<file path="src/rtl/mdom_scdb_hdr_pkg.sv">
// Shared definitions for the SCDB header bundle: field layout, word counts,
// word indices and the serializer state type.
package mdom_scdb_hdr_pkg;

  localparam int HDR_BUNDLE_W = 111;

  localparam int EVT_LTC_LSB       = 0;
  localparam int EVT_LTC_W         = 49;
  localparam int START_ADDR_LSB    = 49;
  localparam int START_ADDR_W      = 11;
  localparam int STOP_ADDR_LSB     = 60;
  localparam int STOP_ADDR_W       = 11;
  localparam int TRIG_SRC_LSB      = 71;
  localparam int TRIG_SRC_W        = 2;
  localparam int CNST_RUN_BIT      = 73;
  localparam int PRE_CONF_LSB      = 74;
  localparam int PRE_CONF_W        = 5;
  localparam int SYNC_RDY_BIT      = 79;
  localparam int BSUM_LSB          = 80;
  localparam int BSUM_W            = 19;
  localparam int BSUM_LEN_SEL_LSB  = 99;
  localparam int BSUM_LEN_SEL_W    = 3;
  localparam int BSUM_VALID_BIT    = 102;
  localparam int LOCAL_COINC_BIT   = 103;
  localparam int PARTIAL_WFM_BIT   = 104;
  localparam int CONTINUED_WFM_BIT = 105;
  localparam int CHANNEL_IDX_LSB   = 106;
  localparam int CHANNEL_IDX_W     = 5;

  localparam int EVT_LTC_MSB      = EVT_LTC_LSB + EVT_LTC_W - 1;
  localparam int START_ADDR_MSB   = START_ADDR_LSB + START_ADDR_W - 1;
  localparam int STOP_ADDR_MSB    = STOP_ADDR_LSB + STOP_ADDR_W - 1;
  localparam int TRIG_SRC_MSB     = TRIG_SRC_LSB + TRIG_SRC_W - 1;
  localparam int PRE_CONF_MSB     = PRE_CONF_LSB + PRE_CONF_W - 1;
  localparam int BSUM_MSB         = BSUM_LSB + BSUM_W - 1;
  localparam int BSUM_LEN_SEL_MSB = BSUM_LEN_SEL_LSB + BSUM_LEN_SEL_W - 1;
  localparam int CHANNEL_IDX_MSB  = CHANNEL_IDX_LSB + CHANNEL_IDX_W - 1;

  localparam int HDR_WORDS_FULL   = 9;
  localparam int HDR_WORDS_NOBSUM = 7;

  localparam logic [3:0] W_IDX_HEAD    = 4'd0;
  localparam logic [3:0] W_IDX_CONF    = 4'd1;
  localparam logic [3:0] W_IDX_LTC_HI  = 4'd2;
  localparam logic [3:0] W_IDX_LTC_MID = 4'd3;
  localparam logic [3:0] W_IDX_LTC_LO  = 4'd4;
  localparam logic [3:0] W_IDX_START   = 4'd5;
  localparam logic [3:0] W_IDX_STOP    = 4'd6;
  localparam logic [3:0] W_IDX_BSUM_HI = 4'd7;
  localparam logic [3:0] W_IDX_BSUM_LO = 4'd8;

  localparam logic [3:0] DEFAULT_MARKER = 4'hE;

  typedef enum logic {
    ST_IDLE = 1'b0,
    ST_SEND = 1'b1
  } ser_state_e;

endpackage

</file>
<file path="src/rtl/mdom_scdb_hdr_bundle_fan_out.sv">
// Combinational unpacker: splits a packed SCDB header bundle into its fields.
module mdom_scdb_hdr_bundle_fan_out
  import mdom_scdb_hdr_pkg::*;
(
  input  logic [HDR_BUNDLE_W-1:0]   bundle,
  output logic [EVT_LTC_W-1:0]      evt_ltc,
  output logic [START_ADDR_W-1:0]   start_addr,
  output logic [STOP_ADDR_W-1:0]    stop_addr,
  output logic [TRIG_SRC_W-1:0]     trig_src,
  output logic                      cnst_run,
  output logic [PRE_CONF_W-1:0]     pre_conf,
  output logic                      sync_rdy,
  output logic [BSUM_W-1:0]         bsum,
  output logic [BSUM_LEN_SEL_W-1:0] bsum_len_sel,
  output logic                      bsum_valid,
  output logic                      local_coinc,
  output logic                      partial_wfm,
  output logic                      continued_wfm,
  output logic [CHANNEL_IDX_W-1:0]  channel_idx
);

  assign evt_ltc       = bundle[EVT_LTC_MSB:EVT_LTC_LSB];
  assign start_addr    = bundle[START_ADDR_MSB:START_ADDR_LSB];
  assign stop_addr     = bundle[STOP_ADDR_MSB:STOP_ADDR_LSB];
  assign trig_src      = bundle[TRIG_SRC_MSB:TRIG_SRC_LSB];
  assign cnst_run      = bundle[CNST_RUN_BIT];
  assign pre_conf      = bundle[PRE_CONF_MSB:PRE_CONF_LSB];
  assign sync_rdy      = bundle[SYNC_RDY_BIT];
  assign bsum          = bundle[BSUM_MSB:BSUM_LSB];
  assign bsum_len_sel  = bundle[BSUM_LEN_SEL_MSB:BSUM_LEN_SEL_LSB];
  assign bsum_valid    = bundle[BSUM_VALID_BIT];
  assign local_coinc   = bundle[LOCAL_COINC_BIT];
  assign partial_wfm   = bundle[PARTIAL_WFM_BIT];
  assign continued_wfm = bundle[CONTINUED_WFM_BIT];
  assign channel_idx   = bundle[CHANNEL_IDX_MSB:CHANNEL_IDX_LSB];

endmodule

</file>
<file path="src/rtl/mdom_scdb_hdr_serializer.sv">
// Pops one header bundle from the header FIFO and streams it out as a fixed
// sequence of 16-bit readout words, flagging the final word with out_last.
module mdom_scdb_hdr_serializer
  import mdom_scdb_hdr_pkg::*;
#(
  parameter bit         SKIP_INVALID_BSUM = 1'b1,
  parameter logic [3:0] MARKER            = DEFAULT_MARKER
) (
  input  logic                    clk,
  input  logic                    rst_n,
  input  logic [HDR_BUNDLE_W-1:0] hdr_bundle,
  input  logic                    hdr_valid,
  output logic                    hdr_rdy,
  output logic [15:0]             out_data,
  output logic                    out_valid,
  input  logic                    out_rdy,
  output logic                    out_last,
  output logic [15:0]             hdr_cnt,
  output logic                    busy
);

  ser_state_e              state_q, state_d;
  logic [3:0]              idx_q, idx_d;
  logic [HDR_BUNDLE_W-1:0] bundle_q, bundle_d;
  logic [15:0]             hdr_cnt_q, hdr_cnt_d;

  logic [EVT_LTC_W-1:0]      f_evt_ltc;
  logic [START_ADDR_W-1:0]   f_start_addr;
  logic [STOP_ADDR_W-1:0]    f_stop_addr;
  logic [TRIG_SRC_W-1:0]     f_trig_src;
  logic                      f_cnst_run;
  logic [PRE_CONF_W-1:0]     f_pre_conf;
  logic                      f_sync_rdy;
  logic [BSUM_W-1:0]         f_bsum;
  logic [BSUM_LEN_SEL_W-1:0] f_bsum_len_sel;
  logic                      f_bsum_valid;
  logic                      f_local_coinc;
  logic                      f_partial_wfm;
  logic                      f_continued_wfm;
  logic [CHANNEL_IDX_W-1:0]  f_channel_idx;

  logic [15:0] word_sel;
  logic [3:0]  last_idx;
  logic        is_last;

  mdom_scdb_hdr_bundle_fan_out u_fan_out (
    .bundle        (bundle_q),
    .evt_ltc       (f_evt_ltc),
    .start_addr    (f_start_addr),
    .stop_addr     (f_stop_addr),
    .trig_src      (f_trig_src),
    .cnst_run      (f_cnst_run),
    .pre_conf      (f_pre_conf),
    .sync_rdy      (f_sync_rdy),
    .bsum          (f_bsum),
    .bsum_len_sel  (f_bsum_len_sel),
    .bsum_valid    (f_bsum_valid),
    .local_coinc   (f_local_coinc),
    .partial_wfm   (f_partial_wfm),
    .continued_wfm (f_continued_wfm),
    .channel_idx   (f_channel_idx)
  );

  // The header is shortened only on the latched bsum_valid, never the live input.
  assign last_idx = (SKIP_INVALID_BSUM && !f_bsum_valid) ? 4'(HDR_WORDS_NOBSUM - 1)
                                                         : 4'(HDR_WORDS_FULL - 1);
  assign is_last  = (idx_q == last_idx);

  always_comb begin
    word_sel = 16'h0000;
    case (idx_q)
      W_IDX_HEAD:    word_sel = {MARKER, f_channel_idx, f_trig_src, f_cnst_run, f_sync_rdy,
                                 f_local_coinc, f_partial_wfm, f_continued_wfm};
      W_IDX_CONF:    word_sel = {f_pre_conf, f_bsum_len_sel, f_bsum_valid, 6'b0, f_evt_ltc[48]};
      W_IDX_LTC_HI:  word_sel = f_evt_ltc[47:32];
      W_IDX_LTC_MID: word_sel = f_evt_ltc[31:16];
      W_IDX_LTC_LO:  word_sel = f_evt_ltc[15:0];
      W_IDX_START:   word_sel = {5'b0, f_start_addr};
      W_IDX_STOP:    word_sel = {5'b0, f_stop_addr};
      W_IDX_BSUM_HI: word_sel = {13'b0, f_bsum[18:16]};
      W_IDX_BSUM_LO: word_sel = f_bsum[15:0];
      default:       word_sel = 16'h0000;
    endcase
  end

  always_comb begin
    state_d   = state_q;
    idx_d     = idx_q;
    bundle_d  = bundle_q;
    hdr_cnt_d = hdr_cnt_q;
    hdr_rdy   = 1'b0;
    out_valid = 1'b0;
    out_last  = 1'b0;
    out_data  = 16'h0000;
    case (state_q)
      ST_IDLE: begin
        hdr_rdy = rst_n;
        if (hdr_valid) begin
          bundle_d = hdr_bundle;
          idx_d    = 4'd0;
          state_d  = ST_SEND;
        end
      end
      ST_SEND: begin
        out_valid = 1'b1;
        out_data  = word_sel;
        out_last  = is_last;
        if (out_rdy) begin
          if (is_last) begin
            idx_d     = 4'd0;
            state_d   = ST_IDLE;
            hdr_cnt_d = hdr_cnt_q + 16'd1;
          end else begin
            idx_d = idx_q + 4'd1;
          end
        end
      end
      default: state_d = ST_IDLE;
    endcase
  end

  always_ff @(posedge clk) begin
    if (!rst_n) begin
      state_q   <= ST_IDLE;
      idx_q     <= 4'd0;
      bundle_q  <= '0;
      hdr_cnt_q <= 16'd0;
    end else begin
      state_q   <= state_d;
      idx_q     <= idx_d;
      bundle_q  <= bundle_d;
      hdr_cnt_q <= hdr_cnt_d;
    end
  end

  assign hdr_cnt = hdr_cnt_q;
  assign busy    = (state_q != ST_IDLE);

endmodule

</file>
<file path="config.mk">
export PLATFORM = sky130hd
export DESIGN_NAME = mdom_scdb_hdr_serializer
export DESIGN_NICKNAME = d
export VERILOG_FILES = /design/src/rtl/mdom_scdb_hdr_pkg.sv /design/src/rtl/mdom_scdb_hdr_bundle_fan_out.sv /design/src/rtl/mdom_scdb_hdr_serializer.sv
export SDC_FILE = /design/constraint.sdc
export NUM_CORES = 1
export LEC_CHECK = 0
export CAP_MARGIN = 40
export CORE_MARGIN = 3
export CORE_UTILIZATION = 25
export CTS_CLUSTER_DIAMETER = 200
export DETAILED_ROUTE_END_ITERATION = 12
export RECOVER_POWER = 100
export SYNTH_ARGS = -nofsm -noshare
export SYNTH_HDL_FRONTEND = slang
export SYNTH_SLANG_ARGS = --single-unit
</file>
<file path="constraint.sdc">
create_clock -name clk -period 5.7 [get_ports clk]
set_input_delay 0.855 -clock clk [delete_from_list [all_inputs] [get_ports clk]]
set_output_delay 0.855 -clock clk [all_outputs]
set_load 0.1 [all_outputs]
</file>
==> impl_metrics.py <==
metrics = {
    "status": {
        "outcome": "complete, but fails checks",
        "violations": "capacitance limit, slew limit",
    },
    "sta": {
        "skew_ps": 8.97,
        "hold_viol_final": 0,
        "setup_tns_ps": 0,
        "drv_slew": 187,
        "max_freq_mhz": 205,
        "period_share_pct": 85.4,
        "layout_min_cycle_time_ps": 4870,
        "setup_viol": 0,
        "rsz0062_at_grt": "false",
        "slew_headroom_pct": -116,
        "hold_slack_ps": 455,
        "worst_pin_slew_ps": 3250,
    },
    "floorplanning": {
        "start_util_pct": 25.7,
        "core_um2": 22800,
        "rows": 55,
        "pin_count": 151,
        "fp.dieH_um": 159,
        "die-width_um": 159,
        "design.die.area_um2": 25400,
    },
    "worst_hold_path": {
        "hp-class": "flop to flop",
        "hold_path_depth": 2,
        "hold_end": "bundle_q[108]",
        "hold_start": "bundle_q[108]",
    },
    "drt": {
        "drt_pass1_iterations": 5,
        "drc_errors": 0,
        "wl_per_cell_um": 16.7,
        "dr.first_iter.drc_count": 432,
        "ant_nets": 0,
        "drt-vias-per-instance": 4.77,
        "wirelength_mm": 20.5,
        "vias": 5861,
    },
    "critical_path": {
        "critPathMaxStageDelay_ps": 910,
        "crit_type": "flop to primary output",
        "regToRegEndpoint": "bundle_q[95]",
        "critPathTopFamily": "buffers and inverters",
        "worst_setup_path_start_kind": "flop",
        "cp-end-kind": "primary output",
        "cp.arrival_ps": 4010,
        "path_max_fanout": 26,
        "ff2ff_setup_slack_ps": 2770,
        "r2r_cells": 4,
        "cp_num_buf_inv": 3,
        "crit_slowest_cell": "clkbuf_1",
        "crit_path_frequent_cell": "inv_1",
        "worstReg2RegStart": "busy",
        "crit_cells": 7,
        "worstPathRequired_ps": 4850,
        "worstPathCellList": "inv_1 -> ha_1 -> inv_1 -> nor3_1 -> a22oi_1 -> a31oi_1 -> clkbuf_1",
    },
    "final_layout": {
        "n_antenna_cell": 0,
        "finalNetCount": 1024,
        "area_delta_synth_final_pct": 42.7,
        "drive_gt1_share_pct": 7.42,
        "stdcell_count": 1230,
    },
    "synth": {
        "yosys.area.top_type_share_pct": 45.0,
        "synth.most_common_cell": "nand2_1",
        "async_flop_share_pct": 0,
        "syn_nets": 885,
        "netlist_area_um2": 5870,
        "synth_cell_types": 51,
        "synth-edff-count": 0,
        "syn_avg_cell_area_um2": 7.68,
        "synthCells": 765,
        "synth-seq-cells": 132,
        "yosysSeqAreaShare_pct": 45.0,
        "synth_commonest_cells": "nand2_1, a21oi_1, dfxtp_1",
        "yosys.area.top_type": "dfxtp_1",
        "synthTopCellsByArea": "dfxtp_1, nand2_1, a21oi_1, clkbuf_1, a22oi_1",
        "synth_flop_cell": "dfxtp_1",
        "synth-warning-count": 0,
    },
    "power_and_ir_drop": {
        "power.density_nw_per_um2": 278,
        "total_power_uw": 2330,
        "power.static_leakage_uw": 0.00292,
        "ir_drop_mv": 0.158,
    },
    "clocking": {
        "ctsResizeCount": 0,
        "cts_buffer_depth": 2,
        "clock_latency_ps": 410,
        "cts.htree.levels": 4,
        "cts.sinks": 132,
        "cts_tree": "done",
        "numCtsBuffers": 17,
        "postCtsSetupBuffers": 0,
        "path_clk_slew_ps": 50,
        "root_buffer": "clkbuf_16",
        "hold_buffers": 0,
    },
    "global_routing": {
        "grt_pass1_wl_mm": 32.2,
        "track_usage_pct": 16.0,
        "grt_pass1_vias": 5751,
        "grt_max_degree": 113,
        "antenna_found_initial": 0,
        "grt_overflow": 0,
    },
    "placement": {
        "io_buffers": 150,
        "place_inst": 1198,
        "dp_hpwl_mm": 15.2,
        "gp_congestion": 0.949,
    },
    "run": {
        "drv_cap": 2,
    },
}
-- worst max-delay path by stage --
| stage | start | slack [ps] | end |
|---|---|---|---|
| finish | idx_q[0] | 830 | out_data[6] |
| global route | idx_q[0] | 490 | out_data[4] |
| CTS | idx_q[0] | 1230 | out_data[5] |
| detailed placement | idx_q[0] | 1680 | out_data[5] |
| global placement | idx_q[0] | 1330 | out_data[5] |
| floorplan | busy | 1350 | out_last |
-- sequential cells by signal (all words and copies together), names as in the netlist --
name,cells
bundle_q,111
hdr_cnt,16
idx_q,4
busy,1
-- cells by family (layout without fill, tap and decap cells) --
group	Yosys count	in the layout	synth area share, %
AOI/OAI and AO/OA	216	216	21.4
buffers and inverters	69	221	5.37
muxes	11	11	1.96
adders and majority gates	5	5	1.07
xor gates and xnor gates	2	2	0.298
and+or+nand+nor	330	330	24.9
DFF	132	132	45.0
-- worst register-to-register path, delay by kind of cell, from the launching register on --
family	cells	cell delay, ps
AO/OA/AOI/OAI	1	220
flip-flops	1	470
AND/OR/NAND/NOR	2	590
buffers and inverters	1	1530
-- cells in the final DEF, fill, tap and decap left out, drive strengths merged, types with 3 or more instances in the layout --
cell / netlist / layout
a221oi: 8 / 8
clkdlybuf4s50: 0 / 127
mux2: 4 / 4
a31oi: 5 / 5
clkinvlp: 0 / 3
nand2b: 7 / 7
clkinv: 1 / 5
o31ai: 6 / 6
buf: 23 / 22
inv: 6 / 9
and2: 3 / 3
o21ai: 20 / 20
mux2i: 7 / 7
a222oi: 6 / 6
nor2: 14 / 14
dlygate4sd3: 0 / 14
nand2: 245 / 245
nor3b: 3 / 3
a22oi: 14 / 14
nand3: 19 / 19
or3: 8 / 8
dfxtp: 132 / 132
clkbuf: 39 / 40
a21oi: 145 / 145
nand4: 4 / 4
nand3b: 5 / 5
ha: 5 / 5
o2bb2ai: 3 / 3
nor2b: 4 / 4
or4: 8 / 8
-- power by group --
part,switching [uW],internal (uW),total [uW]
Combinational,163,129,293
Clock,409,624,1030
Sequential,35.5,969,1000
Total,607,1720,2330
-- area by class of cell --
cell class	instances	area (um2)
Timing Repair Buffer	182	1840
Clock buffer	21	460
Multi-Input combinational cell	564	2910
Inverter	7	26.3
Sequential cell	132	2640
Tap cell	313	392
Fill cell	2418	14500
Clock inverter	11	103
-- metal layers --
layer / share of wire (%) / global-route usage (%)
met2: 46 / 26.1
met4: 2.6 / 5.21
met5: 0 / 0
met1: 44 / 20.3
met3: 6.7 / 4.81
-- per-stage QoR --
step	setup slack, ps	area [um2]	util (%)
2_1_floorplan	1350	5870	-
3_3_place_gp	1330	7520	32.9
3_5_place_dp	1680	7980	34.9
4_1_cts	1230	8540	37.4
5_1_grt	488	8380	36.7
6_report	833	8380	36.7
(Power assumes the default switching activity.)
